<file path="src/rtl/cpu_trace_buffer.sv">
// rtl/cpu_trace_buffer.sv - circular {pc, instr} trace capture with arm/trigger/post-count and indexed readback
//
// Ports:
//   clk, reset           rising-edge clock, asynchronous active-low reset
//   valid_in/pc_in/instr_in   fetched sample stream
//   arm                  clear buffer and start recording (ARMED)
//   trig_mode/trig_pc/trig_op   trigger select: 0 immediate, 1 pc match, 2 opcode match, 3 never
//   post_count           samples recorded after the trigger sample
//   rd_en/rd_addr        read request (DONE only), index 0 = oldest entry
//   rd_data/rd_valid     registered read result, one cycle after rd_en
//   state_o/done         0 IDLE, 1 ARMED, 2 CAPTURE, 3 DONE
//   fill/overflow/trig_lost   occupancy and sticky wrap indicators
module cpu_trace_buffer #(
    parameter int ADDR_W = 32,
    parameter int DATA_W = 32,
    parameter int DEPTH  = 16,
    parameter int CNT_W  = 8,
    localparam int PW    = $clog2(DEPTH)
) (
    input  logic                     clk,
    input  logic                     reset,
    input  logic                     valid_in,
    input  logic [ADDR_W-1:0]        pc_in,
    input  logic [DATA_W-1:0]        instr_in,
    input  logic                     arm,
    input  logic [1:0]               trig_mode,
    input  logic [ADDR_W-1:0]        trig_pc,
    input  logic [5:0]               trig_op,
    input  logic [CNT_W-1:0]         post_count,
    input  logic                     rd_en,
    input  logic [PW-1:0]            rd_addr,
    output logic [ADDR_W+DATA_W-1:0] rd_data,
    output logic                     rd_valid,
    output logic [1:0]               state_o,
    output logic                     done,
    output logic [PW:0]              fill,
    output logic                     overflow,
    output logic                     trig_lost
);

    typedef enum logic [1:0] {
        S_IDLE    = 2'd0,
        S_ARMED   = 2'd1,
        S_CAPTURE = 2'd2,
        S_DONE    = 2'd3
    } state_t;

    localparam logic [PW:0] FULL = (PW+1)'(DEPTH);

    state_t                    state, state_nxt;
    logic [PW-1:0]             wr_ptr;
    logic [PW-1:0]             trig_ptr;
    logic [CNT_W-1:0]          remaining, remaining_nxt;
    logic [ADDR_W+DATA_W-1:0]  mem [DEPTH];

    logic                      full;
    logic                      wr_en;
    logic                      hit;
    logic [PW-1:0]             rd_phys;
    logic                      rd_in_range;

    assign full    = (fill == FULL);
    // arm wins over the write: a sample in the arm cycle is dropped
    assign wr_en   = valid_in && !arm && (state == S_ARMED || state == S_CAPTURE);
    assign state_o = state;
    assign done    = (state == S_DONE);

    always_comb begin
        hit = 1'b0;
        case (trig_mode)
            2'd0:    hit = 1'b1;
            2'd1:    hit = (pc_in == trig_pc);
            2'd2:    hit = (instr_in[31:26] == trig_op);
            default: hit = 1'b0;
        endcase
    end

    always_comb begin
        state_nxt     = state;
        remaining_nxt = remaining;
        if (arm) begin
            state_nxt = S_ARMED;
        end else if (wr_en) begin
            if (state == S_ARMED) begin
                if (hit) begin
                    if (post_count == '0) begin
                        state_nxt = S_DONE;
                    end else begin
                        state_nxt     = S_CAPTURE;
                        remaining_nxt = post_count;
                    end
                end
            end else begin
                remaining_nxt = remaining - 1'b1;
                if (remaining == CNT_W'(1)) begin
                    state_nxt = S_DONE;
                end
            end
        end
    end

    always_ff @(posedge clk or negedge reset) begin
        if (!reset) begin
            state     <= S_IDLE;
            remaining <= '0;
            wr_ptr    <= '0;
            trig_ptr  <= '0;
            fill      <= '0;
            overflow  <= 1'b0;
            trig_lost <= 1'b0;
        end else begin
            state     <= state_nxt;
            remaining <= remaining_nxt;
            if (arm) begin
                wr_ptr    <= '0;
                fill      <= '0;
                overflow  <= 1'b0;
                trig_lost <= 1'b0;
            end else if (wr_en) begin
                wr_ptr <= wr_ptr + 1'b1;
                if (full) begin
                    overflow <= 1'b1;
                end else begin
                    fill <= fill + 1'b1;
                end
                if (state == S_ARMED && hit) begin
                    trig_ptr <= wr_ptr;
                end
                // Post-trigger writes only reach trig_ptr again after a full lap
                if (state == S_CAPTURE && wr_ptr == trig_ptr) begin
                    trig_lost <= 1'b1;
                end
            end
        end
    end

    always_ff @(posedge clk) begin
        if (wr_en) begin
            mem[wr_ptr] <= {pc_in, instr_in};
        end
    end

    // Once wrapped, the oldest entry sits at wr_ptr; before that it is slot 0
    assign rd_phys     = (full ? wr_ptr : '0) + rd_addr;
    assign rd_in_range = ({1'b0, rd_addr} < fill);

    always_ff @(posedge clk or negedge reset) begin
        if (!reset) begin
            rd_valid <= 1'b0;
            rd_data  <= '0;
        end else if (state == S_DONE && rd_en) begin
            rd_valid <= 1'b1;
            rd_data  <= rd_in_range ? mem[rd_phys] : '0;
        end else begin
            rd_valid <= 1'b0;
        end
    end

endmodule
</file>
<file path="config.mk">
export PLATFORM = sky130hd
export DESIGN_NAME = cpu_trace_buffer
export DESIGN_NICKNAME = d
export VERILOG_FILES = /design/src/rtl/cpu_trace_buffer.sv
export SDC_FILE = /design/constraint.sdc
export NUM_CORES = 1
export LEC_CHECK = 0
export CAP_MARGIN = 20
export CORE_MARGIN = 2
export CORE_UTILIZATION = 45
export DETAILED_ROUTE_END_ITERATION = 6
export SKIP_CTS_REPAIR_TIMING = 1
export SYNTH_ARGS = -nofsm -noshare
export SYNTH_HDL_FRONTEND = slang
export SYNTH_SLANG_ARGS = --single-unit
export TNS_END_PERCENT = 20
</file>
<file path="constraint.sdc">
create_clock -name clk -period 8.4 [get_ports clk]
set_input_delay 1.68 -clock clk [delete_from_list [all_inputs] [get_ports clk]]
set_output_delay 1.68 -clock clk [all_outputs]
set_load 0.05 [all_outputs]
</file>
Word level (Yosys, flattened, before mapping)
Memory sizes are Yosys's and may differ from the RTL's.
Index checks and enable logic that the tools add are counted.
{"block": "word_totals", "ff_bits": 90, "latchBits": 0, "ramBits": 1024, "rom_bits": 0, "input_bits": 121, "output_inout_bits": 75, "memories": 1}
{"block": "op_classes", "n_addsub": 4, "multipliers": 0, "div": 0, "magnitude_cmp": 1, "n_eq_ne": 14, "n_shift": 0, "muxes": 26, "n_bitwise": 1, "reduce_logical": 19}
{"memory": "mem", "depth": 16, "word_bits": 64, "read_ports": 1, "rd_clocked_by_memory_dff": 0, "wr": 1, "line_no": "54", "rtl": "logic [ADDR_W+DATA_W-1:0] mem [DEPTH];"}
{"cell": "64-bit 2-to-1 mux", "count": 1}
{"cell": "32-bit equality test", "count": 1}
{"cell": "8-bit 2-to-1 mux", "count": 3}
{"cell": "5-bit 2-to-1 mux", "count": 3}
{"cell": "4-bit 2-to-1 mux", "count": 3}
{"cell": "1-bit 2-to-1 mux", "count": 10}
{"cell": "2-bit 2-to-1 mux", "count": 5}
{"cell": "8-bit by 1-bit equality test with 1-bit output (second input constant)", "count": 1}
{"cell": "8-bit logical NOT", "count": 1}
{"cell": "8-bit by 1-bit subtractor with 8-bit output (second input constant)", "count": 1}
{"cell": "2-bit equality test (second input constant)", "count": 3}
{"cell": "6-bit equality test", "count": 1}
{"cell": "2-bit inequality test (second input constant)", "count": 3}
{"cell": "2-bit AND reduction", "count": 3}
{"cell": "3-bit AND reduction", "count": 2}
{"cell": "2-bit nonzero test", "count": 3}
{"cell": "5-bit by 1-bit adder with 5-bit output (second input constant)", "count": 1}
{"cell": "5-bit equality test (second input constant)", "count": 1}
{"cell": "1-bit logical AND", "count": 5}
{"cell": "4-bit by 5-bit < comparator with 1-bit output", "count": 1}
{"cell": "4-bit by 1-bit adder with 4-bit output (second input constant)", "count": 1}
{"cell": "4-bit adder", "count": 1}
{"cell": "2-bit by 1-bit equality test with 1-bit output (second input constant)", "count": 2}
{"cell": "4-bit equality test", "count": 1}
{"cell": "other kinds (8)", "count": 8}

Longest topological paths before layout
Gate-level depths: netlist of the first run.
{"block": "depth", "word_depth": 6, "mapped_depth": 13, "mapped_depth_nobuf": 10}

Worst setup path before layout of the first run
No wires, ideal clock.
{"block": "synth_timing", "kind": "input -> register", "startpoint": "input valid_in", "endpoint": "memory mem[0][0] (netlist name) (enable)", "setup_time_ns": 0.429, "arrival_time_ns": 4.026, "t_required_ns": 7.971, "slack_ns": 3.945, "path_stages": 5, "n_path_buf": 1, "path_cell_list": "nor2b_1 -> clkbuf_1 -> nand2b_1 -> nor3_1 -> and2_1"}
{"block": "synth_via", "elab_chain_cells": 4}
{"element": "from (decl)", "line_no": "22", "rtl": "input logic valid_in,"}
{"element": "1-bit logical AND (2 in a row)", "line_no": "64", "rtl": "assign wr_en = valid_in && !arm && (state == S_ARMED || state == S_CAPTURE);"}
{"element": "1-bit 2-to-1 mux", "line_no": "138", "rtl": "if (wr_en) begin"}
{"element": "1-bit 2-to-1 mux (not written as such)", "line_no": "139", "rtl": "mem[wr_ptr] <= {pc_in, instr_in};"}
{"element": "to (decl)", "line_no": "54"}
No other way between the ends.

Final worst setup path of the first run
{"block": "layout_timing", "startpoint": "input rd_addr[0]", "endpoint": "register rd_data[37]"}
{"block": "layout_via", "elab_chain_cells": 3, "word_cells_on_any_way": 4, "classes_between": "add/sub: 1; order compare: 1; mux: 1; memory: 1"}
{"element": "from (decl)", "line_no": "31", "rtl": "input logic [PW-1:0] rd_addr,"}
{"element": "4-bit adder", "line_no": "144", "rtl": "assign rd_phys = (full ? wr_ptr : '0) + rd_addr;"}
{"element": "memory read 16 x 64 bit"}
{"element": "64-bit 2-to-1 mux *", "line_no": "153", "rtl": "rd_data <= rd_in_range ? mem[rd_phys] : '0;"}
{"element": "to (signal assigned)", "line_no": "153"}
{"element": "to (decl)", "line_no": "32", "rtl": "output logic [ADDR_W+DATA_W-1:0] rd_data,"}
Mark *: on every way between the ends. The rest lies on a longest branch, timed or not.
A chain may end at the register's enable or synchronous reset.

==> flow_summary.json, run 1 <==
{
  "run_status": "finished, final reports clean",
  "hold_class": "reg2reg",
  "global_route.overflow_total": 0,
  "vdd_drop_max_mv": 0.182,
  "power-per-cell-area_nw_per_um2": 250,
  "drt-pass1-iter-count": 5,
  "critical_path_depth": 8,
  "cts.sink_count": 1114,
  "drc_violation_count_after_routing": 0,
  "final_estimated_routing_congestion_in_global_placement": 0.728,
  "timing_max_transition_violations_final": 0,
  "die_area_um2": 98600,
  "ys_types": 45,
  "globalRouteTotalUtil": 0.221,
  "clock-root-buffer": "sky130_fd_sc_hd__clkbuf_16",
  "first_global_vias": 23000,
  "clk-insertion-delay-late_ns": 0.69,
  "cts_tree": "yes",
  "worst_margin_slew_ns": 1.03,
  "dr_total_vias": 22000,
  "worstHoldPathCells": 1,
  "antenna-diode-count": 0,
  "drive_gt1_frac": 0.197,
  "top_level_pins": 196,
  "setup_tns_ns": 0,
  "drt-wirelength-per-cell_um": 28.8,
  "synthesis.area_per_instance_um2": 19.9,
  "postLayoutCoreUtil": 0.530,
  "max-clock-path-buffers": 3,
  "die_w_um": 314,
  "max_clock_freq_mhz": 209,
  "min_period_over_period": 0.570,
  "syn_area_um2": 43300,
  "worst-r2r-cell-count": 11,
  "worst_path_max_stage_delay_ns": 1.47,
  "cts_made_buffers": 114,
  "synth_cells": 2169,
  "synth-seq-area-share": 0.763,
  "place.detailed.hpwl_um": 54700,
  "start_kind": "primary input",
  "die_height_um": 314,
  "maximum_number_of_pins_on_one_net_before_global_route_repair": 129,
  "period_needed_ns": 4.78,
  "synthArstFlopShare": 0.0808,
  "core.rowCount": 113,
  "initial_antenna_violation_count": 6,
  "critical-path-slowest-cell": "sky130_fd_sc_hd__fa_4",
  "viasPerCell": 5.86,
  "htree_levels": 3,
  "initial_util": 0.455,
  "setup_violations": 0,
  "drt_wl_total_um": 108000,
  "maxCapViolations": 0,
  "critPathCaptureType": "flip-flop",
  "hold_viol": 0,
  "grt_pass1_wl_um": 157000,
  "synth_flop_cell": "sky130_fd_sc_hd__edfxtp_1",
  "timing_worst_setup_path_type": "in2reg",
  "max-slew-margin-rel": 0.313,
  "dr.first_iter.drc_count": 2268,
  "floorplan.core_area_um2": 95200,
  "timing.critical_path.buf_inv": 2,
  "number_of_enable_flip_flop_cells_after_synthesis": 1024,
  "rsz_0062_raised_after_global_routing": "false",
  "ys_seq_elements": 1114,
  "path_delay_family": "adder cells",
  "crit_required_ns": 8.96,
  "path_clk_slew_ns": 0.06,
  "cellLeakagePower_nw": 16.5,
  "crit_path_max_fanout": 77,
  "synth.net_count": 2308,
  "number_of_nets_in_the_layout": 2529,
  "syn2layout_area_growth_pct": 16.6,
  "critical_path.cell_chain": "clkdlybuf4s50_1 > ha_4 > fa_4 > buf_12 > mux4_2 > nand2_1 > nand3b_1 > a32o_1",
  "drt.antenna.violating_nets": 0,
  "layout.filler_cells": 7375,
  "worst_clock_skew_ns": 0.0239,
  "yosysWarnings": 0,
  "port_buffer_count": 195,
  "worstPathArrival_ns": 5.35
}
[cell type report]
class                   instances  area [um^2]  share of cell area
flip-flops and latches       1114        33000               0.654
multi-input cells             919         9840               0.195
clock buffers                 151         3100              0.0616
repair buffers                227         2290              0.0454
well taps                    1265         1580              0.0314
clock inverters                62          559              0.0111
inverters                      14         52.6             0.00104
[flip-flops by register name, summed over array words and instances (netlist names), 2 cells and up]
signal,flops
trig_ptr,4
state_o,2
wr_ptr,4
remaining,8
fill,5
rd_data,64
mem,1024
[where the power goes]
| part | internal (W) | total [W] | switching, W |
|---|---|---|---|
| logic | 0.000496 | 0.00134 | 0.000847 |
| registers | 0.00623 | 0.00637 | 0.000137 |
| clock network | 0.00284 | 0.00491 | 0.00207 |
| total | 0.00957 | 0.0126 | 0.00305 |
[cell usage after synthesis (2+ instances only)]
cell                       number  share of area
sky130_fd_sc_hd__a21o_1         4        0.00069
sky130_fd_sc_hd__a21oi_1        8        0.00093
sky130_fd_sc_hd__a31oi_1        6        0.00087
sky130_fd_sc_hd__a32o_1        64          0.015
sky130_fd_sc_hd__a41oi_1        2        0.00041
sky130_fd_sc_hd__and2_1        19         0.0027
sky130_fd_sc_hd__and3_1         2        0.00029
sky130_fd_sc_hd__buf_1         39         0.0034
sky130_fd_sc_hd__buf_2          4        0.00046
sky130_fd_sc_hd__clkbuf_1      78         0.0068
sky130_fd_sc_hd__dfrtp_1       90          0.052
sky130_fd_sc_hd__edfxtp_1    1024           0.71
sky130_fd_sc_hd__ha_1          17         0.0049
sky130_fd_sc_hd__inv_1         14         0.0012
sky130_fd_sc_hd__mux2_2         4         0.0010
sky130_fd_sc_hd__mux4_2       256           0.13
sky130_fd_sc_hd__nand2_1      274          0.024
sky130_fd_sc_hd__nand2b_1       3        0.00043
sky130_fd_sc_hd__nand3_1       74         0.0086
sky130_fd_sc_hd__nand3b_1      65          0.011
sky130_fd_sc_hd__nand4_1        6        0.00087
sky130_fd_sc_hd__nor2_1        17         0.0015
sky130_fd_sc_hd__nor3_1         4        0.00046
sky130_fd_sc_hd__nor4_1        14         0.0020
sky130_fd_sc_hd__o211ai_1       5        0.00087
sky130_fd_sc_hd__o21ai_0        5        0.00058
sky130_fd_sc_hd__or4_1          3        0.00052
sky130_fd_sc_hd__xnor2_1        8         0.0016
sky130_fd_sc_hd__xor2_1        44         0.0089
[per-stage QoR]
step                      std cells  hold WS [ns]  cell area, um^2  total power (W)  setup WS (ns)
after global routing           3752         0.511            50400           0.0130           3.46
after floorplan                2169         0.490            43300          0.00724           3.95
after global placement         3538         0.481            46700          0.00781           2.90
final                          3752         0.495            50400           0.0126           3.62
after detailed placement       3539         0.484            46800          0.00784           2.87
after CTS                      3752         0.497            50400           0.0127           3.60
[worst paths after layout]
check	from	endpoint	slack, ns
max	rd_addr[0]	rd_data[37]	3.62
min	rd_data[14]	rd_data[14]	0.49
max reg2reg	fill[0]	rd_data[2]	3.85
min reg2reg	rd_data[14]	rd_data[14]	0.49
max in group asynchronous	reset	rd_data[2]	5.81
min in group asynchronous	reset	remaining[6]	1.15
[per-layer routing]
layer  part of all wire  vias up  wire (um)  track usage
met5            0.00065        -         70            0
li1                   -     9244          -            -
met4              0.023       12       2460       0.0622
met1               0.42    11800      45300        0.312
met3              0.074      150       7950       0.0467
met2               0.48      783      52200        0.352
[cells in the final DEF (no fill, tap or decap), types with 5 or more instances in the layout]
cell | synthesis | final
sky130_fd_sc_hd__a21oi_1 | 8 | 7
sky130_fd_sc_hd__clkbuf_1 | 78 | 28
sky130_fd_sc_hd__dfrtp_1 | 90 | 90
sky130_fd_sc_hd__a32o_1 | 64 | 64
sky130_fd_sc_hd__nor2_1 | 17 | 17
sky130_fd_sc_hd__inv_1 | 14 | 14
sky130_fd_sc_hd__clkbuf_16 | 0 | 116
sky130_fd_sc_hd__clkinv_1 | 0 | 14
sky130_fd_sc_hd__buf_4 | 0 | 25
sky130_fd_sc_hd__clkdlybuf4s50_1 | 0 | 194
sky130_fd_sc_hd__clkinvlp_4 | 0 | 6
sky130_fd_sc_hd__buf_12 | 0 | 8
sky130_fd_sc_hd__clkinv_2 | 0 | 26
sky130_fd_sc_hd__o211ai_1 | 5 | 5
sky130_fd_sc_hd__nand2_1 | 274 | 273
sky130_fd_sc_hd__xor2_1 | 44 | 43
sky130_fd_sc_hd__nor4_1 | 14 | 14
sky130_fd_sc_hd__clkbuf_8 | 0 | 7
sky130_fd_sc_hd__a31oi_1 | 6 | 6
sky130_fd_sc_hd__edfxtp_1 | 1024 | 1024
sky130_fd_sc_hd__nand3_1 | 74 | 74
sky130_fd_sc_hd__bufinv_16 | 0 | 8
sky130_fd_sc_hd__and2_4 | 1 | 17
sky130_fd_sc_hd__nand3b_1 | 65 | 65
sky130_fd_sc_hd__xnor2_1 | 8 | 6
sky130_fd_sc_hd__o21ai_0 | 5 | 5
sky130_fd_sc_hd__mux4_2 | 256 | 256
sky130_fd_sc_hd__ha_1 | 17 | 16
sky130_fd_sc_hd__nand4_1 | 6 | 6
[logic make-up after synthesis]
kind of cell    after synthesis  share of synthesized area
compound gates              101                     0.0209
xor+xnor                     52                     0.0105
fa+ha+maj                    18                    0.00538
buf+inv                     136                     0.0121
flops                      1114                      0.763
mux                         260                      0.134
simple gates                488                     0.0538
Power figures use the tool's default switching activity.
==> run 2: changes to the inputs <==
- clock period: 8.4 -> 4.6 ns (I/O delays scaled with it)
==> run 2 against run 1 <==
Net effect: via count is 1.0% higher; register-to-register slack worse by 3.0 ns; core utilization is 1.1 points higher; power is 83% higher; hold slack worse by 0.19 ns; setup slack worse by 2.8 ns; sequential power is 82% higher; wire length is 0.56% lower; global-route usage is 0.17 points lower; clock-buffer cell count is 4 higher.
==> flow_summary.json, run 2 (synthesized netlist as in run 1, its figures left out) <==
{
  "run_status": "finished, final reports clean",
  "dr.first_iter.drc_count": 2310,
  "finalWorstSetupSlack_ns": 0.842,
  "highest-signal-layer": "met5",
  "setup_crit_start": "fill[0]",
  "cts.sink_count": 1114,
  "rsz_0062_raised_after_global_routing": "false",
  "path_delay_family": "adder cells",
  "crit_path_max_fanout": 73,
  "drt.antenna.violating_nets": 0,
  "largest_register": "mem",
  "die_w_um": 314,
  "postLayoutCoreUtil": 0.541,
  "final_estimated_routing_congestion_in_global_placement": 0.754,
  "global_route.overflow_total": 0,
  "setup_tns_ns": 0,
  "top_level_pins": 196,
  "critical-path-slowest-cell": "sky130_fd_sc_hd__fa_4",
  "initial_antenna_violation_count": 2,
  "die_area_um2": 98600,
  "crit-reg2reg-launch": "fill[0]",
  "cts_made_buffers": 111,
  "dr_total_vias": 22200,
  "worst_margin_slew_ns": 1.05,
  "viasPerCell": 5.80,
  "timing_worst_setup_path_type": "reg2reg",
  "path_clk_slew_ns": 0.06,
  "period_needed_ns": 3.76,
  "routed-wl-met3_um": 6520,
  "max_clock_freq_mhz": 266,
  "min_period_over_period": 0.817,
  "most-common-layout-cells": "sky130_fd_sc_hd__edfxtp_1 (1024), sky130_fd_sc_hd__nand2_1 (273), sky130_fd_sc_hd__mux4_2 (256)",
  "critical_path.cell_chain": "inv_1 > ha_1 > nor4bb_1 > buf_4 > and2_1 > ha_4 > fa_4 > buf_12 > mux4_2 > nand2_1 > nand3_1 > a32o_1",
  "worst_clock_skew_ns": 0.0416,
  "place.detailed.hpwl_um": 58300,
  "vdd_drop_max_mv": 0.299,
  "drc_violation_count_after_routing": 0,
  "setup_violations": 0,
  "drt-pass1-iter-count": 5,
  "timing_max_transition_violations_final": 0,
  "htree_levels": 3,
  "start_kind": "flip-flop",
  "globalRouteTotalUtil": 0.220,
  "worst_path_max_stage_delay_ns": 0.91,
  "first_global_vias": 22900,
  "worstPathArrival_ns": 4.33,
  "grt_pass1_wl_um": 157000,
  "drt_wl_total_um": 107000,
  "timing.critical_path.buf_inv": 3,
  "max-clock-path-buffers": 3,
  "critPathCaptureType": "flip-flop",
  "clock-root-buffer": "sky130_fd_sc_hd__clkbuf_16",
  "max-slew-margin-rel": 0.294,
  "maximum_number_of_pins_on_one_net_before_global_route_repair": 74,
  "layout.cells.most_common": "sky130_fd_sc_hd__edfxtp_1",
  "met2RoutedLength_um": 52800,
  "clk-insertion-delay-late_ns": 0.71,
  "initial_util": 0.455,
  "core.rowCount": 113,
  "die_height_um": 314,
  "drt-wirelength-per-cell_um": 28.0,
  "place_worst_setup_slack_ns": 0.338,
  "hold_class": "in2async",
  "cts_tree": "yes",
  "largest_register_ff_count": 1024,
  "cellLeakagePower_nw": 17.0,
  "port_buffer_count": 195,
  "detail_route.wirelength.met1_um": 46400,
  "floorplan.core_area_um2": 95200,
  "hold_viol": 0,
  "number_of_nets_in_the_layout": 2607,
  "power-per-cell-area_nw_per_um2": 450,
  "crit_required_ns": 5.17,
  "drive_gt1_frac": 0.222,
  "syn2layout_area_growth_pct": 18.9,
  "maxCapViolations": 0,
  "reg2reg_slack_ns": 0.84,
  "reg_top3": "mem: 1024 flops, rd_data: 64 flops, remaining: 8 flops"
}
-- run 2: cell types whose count changed in the layout (fill, tap and decap cells not counted), sizes merged --
cell	before	now
bufinv	8	9
inv	19	17
clkinvlp	6	2
diode	0	2
buf	33	114
clkinv	43	41
clkbuf	151	155
-- run 2: path summary, 6_finish.rpt --
path                       cells after the start            to
min                                            1  remaining[4]
min reg2reg                                    1   rd_data[46]
max in group asynchronous                      2    rd_data[4]
max                                           12   rd_data[15]
max reg2reg                                   12   rd_data[15]
min in group clk                               1   rd_data[46]
-- run 2: report_power, final --
part / internal, W / switching (W)
logic: 0.000959 / 0.00156
clock network: 0.00520 / 0.00382
registers: 0.0114 / 0.000247
total: 0.0175 / 0.00563
-- run 2: per-layer routing --
layer  vias to the layer above  GRT usage
li1                       9411          -
met1                     11900      0.318
met2                       751      0.356
met3                       122     0.0306
met4                         2     0.0530
met5                         -          0
-- run 2: through the flow --
| step | total power, W | hold WS [ns] | cell area [um^2] | instances |
|---|---|---|---|---|
| 2_1_floorplan | 0.0132 | 0.490 | 43300 | 2169 |
| 4_1_cts | 0.0233 | 0.295 | 51400 | 3830 |
| 3_5_place_dp | 0.0144 | 0.481 | 47800 | 3620 |
| 5_1_grt | 0.0239 | 0.321 | 51400 | 3831 |
| 6_report | 0.0232 | 0.302 | 51500 | 3832 |
| 3_3_place_gp | 0.0143 | 0.477 | 47800 | 3620 |
-- run 2: area by class of cell --
class,instances,area (um^2)
diodes,2,5.00
repair buffers,308,3290
clock buffers,155,3070
clock inverters,55,607
multi-input cells,919,9840
inverters,14,52.6
fillers,7277,43700
flip-flops and latches,1114,33000
well taps,1265,1580
==> run 3: changes to the inputs <==
- clock period: 4.6 -> 3.5 ns (I/O delays scaled with it)
==> run 3 against run 2 <==
Net effect: sequential power is 32% higher; sequential share of layout area down 1.4 points; hold slack better by 0.19 ns; clock-buffer cell count down 5; non-clock buffer count up 55; flip-flop and latch count unchanged; design area grew 2.3%; core utilization rose by 1.2 points; die area unchanged; global-route usage rose by 0.62 points; largest cell class unchanged; highest routed layer is now met4.
==> flow_summary.json, run 3 (synthesized netlist as in run 1, its figures left out) <==
{
  "viasPerCell": 5.79,
  "start_kind": "flip-flop",
  "reg2reg_slack_ns": 0.17,
  "timing_worst_setup_path_type": "reg2reg",
  "reg_top3": "mem: 1024 flops, rd_data: 64 flops, remaining: 8 flops",
  "maxCapViolations": 0,
  "die_area_um2": 98600,
  "max-slew-margin-rel": 0.395,
  "worst_clock_skew_ns": 0.0206,
  "run_status": "finished, final reports clean",
  "core.rowCount": 113,
  "hold_class": "reg2reg",
  "die_w_um": 314,
  "drt-wirelength-per-cell_um": 28.4,
  "worst-r2r-cell-count": 12,
  "floorplan.core_area_um2": 95200,
  "initial_util": 0.455,
  "vdd_drop_max_mv": 0.388,
  "first_global_vias": 23300,
  "top_level_pins": 196,
  "worstPathArrival_ns": 3.88,
  "cts_made_buffers": 112,
  "maximum_number_of_pins_on_one_net_before_global_route_repair": 67,
  "clk-insertion-delay-late_ns": 0.68,
  "worst_margin_slew_ns": 0.904,
  "crit-reg2reg-launch": "fill[0]",
  "clock-root-buffer": "sky130_fd_sc_hd__clkbuf_16",
  "place.detailed.hpwl_um": 61800,
  "layout.cells.most_common": "sky130_fd_sc_hd__edfxtp_1",
  "max_clock_freq_mhz": 300,
  "global_route.overflow_total": 0,
  "timing.critical_path.buf_inv": 3,
  "worstSetupEndpoint": "rd_data[9]",
  "setup_violations": 0,
  "globalRouteTotalUtil": 0.226,
  "stdcell_count": 3882,
  "post-place-cells": 3674,
  "hold_viol": 0,
  "dr.first_iter.drc_count": 2316,
  "drt-pass1-iter-count": 5,
  "crit_path_max_fanout": 27,
  "most-common-layout-cells": "sky130_fd_sc_hd__edfxtp_1 (1024), sky130_fd_sc_hd__nand2_1 (273), sky130_fd_sc_hd__mux4_2 (256)",
  "cellLeakagePower_nw": 17.5,
  "number_of_nets_in_the_layout": 2663,
  "cts_tree": "yes",
  "layout.filler_cells": 7229,
  "final_estimated_routing_congestion_in_global_placement": 0.772,
  "reg2reg_to": "rd_data[9]",
  "finalWorstSetupSlack_ns": 0.171,
  "crit_required_ns": 4.05,
  "timing_max_transition_violations_final": 0,
  "drc_violation_count_after_routing": 0,
  "critical_path_depth": 12,
  "worst_path_max_stage_delay_ns": 0.85,
  "largest_register_ff_count": 1024,
  "cts.sink_count": 1114,
  "drt_wl_total_um": 110000,
  "htree_levels": 3,
  "largest_register": "mem",
  "place_worst_setup_slack_ns": -0.122,
  "setup_crit_start": "fill[0]",
  "critical-path-slowest-cell": "sky130_fd_sc_hd__fa_4",
  "path_clk_slew_ns": 0.06,
  "power-per-cell-area_nw_per_um2": 596,
  "die_height_um": 314,
  "critPathCaptureType": "flip-flop",
  "max-clock-path-buffers": 3,
  "min_period_over_period": 0.951,
  "drive_gt1_frac": 0.238,
  "dr_total_vias": 22500,
  "rsz_0062_raised_after_global_routing": "false",
  "critical_path.cell_chain": "inv_1 > ha_1 > nor4bb_2 > and2_1 > ha_4 > fa_4 > buf_12 > buf_12 > mux4_2 > nand2_1 > nand3_1 > a32o_1",
  "port_buffer_count": 195,
  "critical_path.most_common_cell": "sky130_fd_sc_hd__buf_12",
  "initial_antenna_violation_count": 0,
  "period_needed_ns": 3.33,
  "antenna-diode-count": 0,
  "syn2layout_area_growth_pct": 21.7,
  "drt.antenna.violating_nets": 0,
  "path_delay_family": "adder cells",
  "grt_pass1_wl_um": 161000
}
[run 3: worst reg2reg max path: cells and delay by family (launching register included)]
| family | cells | cell delay (ns) |
|---|---|---|
| buf+inv | 3 | 0.51 |
| fa+ha+maj | 3 | 1.20 |
| flops | 1 | 0.35 |
| mux | 1 | 0.33 |
| simple gates | 4 | 0.56 |
| compound gates | 1 | 0.27 |
[run 3: layer usage]
metal	wire length, um	up-vias	share of wire	global-route usage
met4	1850	0	0.017	0.0531
li1	-	9524	-	-
met3	6550	132	0.059	0.0333
met1	47400	12100	0.43	0.326
met2	54300	741	0.49	0.367
met5	0	-	0	0
[run 3: report_power, final]
group	internal, W	switching, W
Combinational	0.00135	0.00208
Clock	0.00771	0.00495
Sequential	0.0149	0.000326
Total	0.0240	0.00735
[run 3: worst min path at each step]
stage | start | end | slack, ns | cells after the start
floorplan | reset | fill[0] | 0.40 | 0
global placement | rd_data[23] | rd_data[23] | 0.47 | 1
detailed placement | rd_data[23] | rd_data[23] | 0.49 | 1
CTS | reset | remaining[1] | -0.05 | 1
global route | rd_data[23] | rd_data[23] | 0.52 | 1
finish | rd_data[23] | rd_data[23] | 0.49 | 1
[run 3: metrics by stage]
step | utilization | hold slack, ns | cell area, um^2 | setup TNS [ns] | total power (W)
finish | 0.553 | 0.492 | 52600 | 0 | 0.0314
global route | 0.553 | 0.519 | 52600 | 0 | 0.0323
CTS | 0.553 | -0.0537 | 52600 | 0 | 0.0316
detailed placement | 0.512 | 0.487 | 48700 | -4.88 | 0.0190
global placement | 0.512 | 0.475 | 48700 | -4.09 | 0.0189
floorplan | - | 0.404 | 43300 | -234.62 | 0.0174
[run 3: area by class of cell]
class	count	area, um^2	share of cell area
clock inverter	57	830	0.0158
clock buffer	150	3090	0.0587
multi-input combinational	919	9850	0.187
sequential	1114	33000	0.627
timing repair buffer	363	4230	0.0803
tap	1265	1580	0.0301
inverter	14	52.6	0.000998
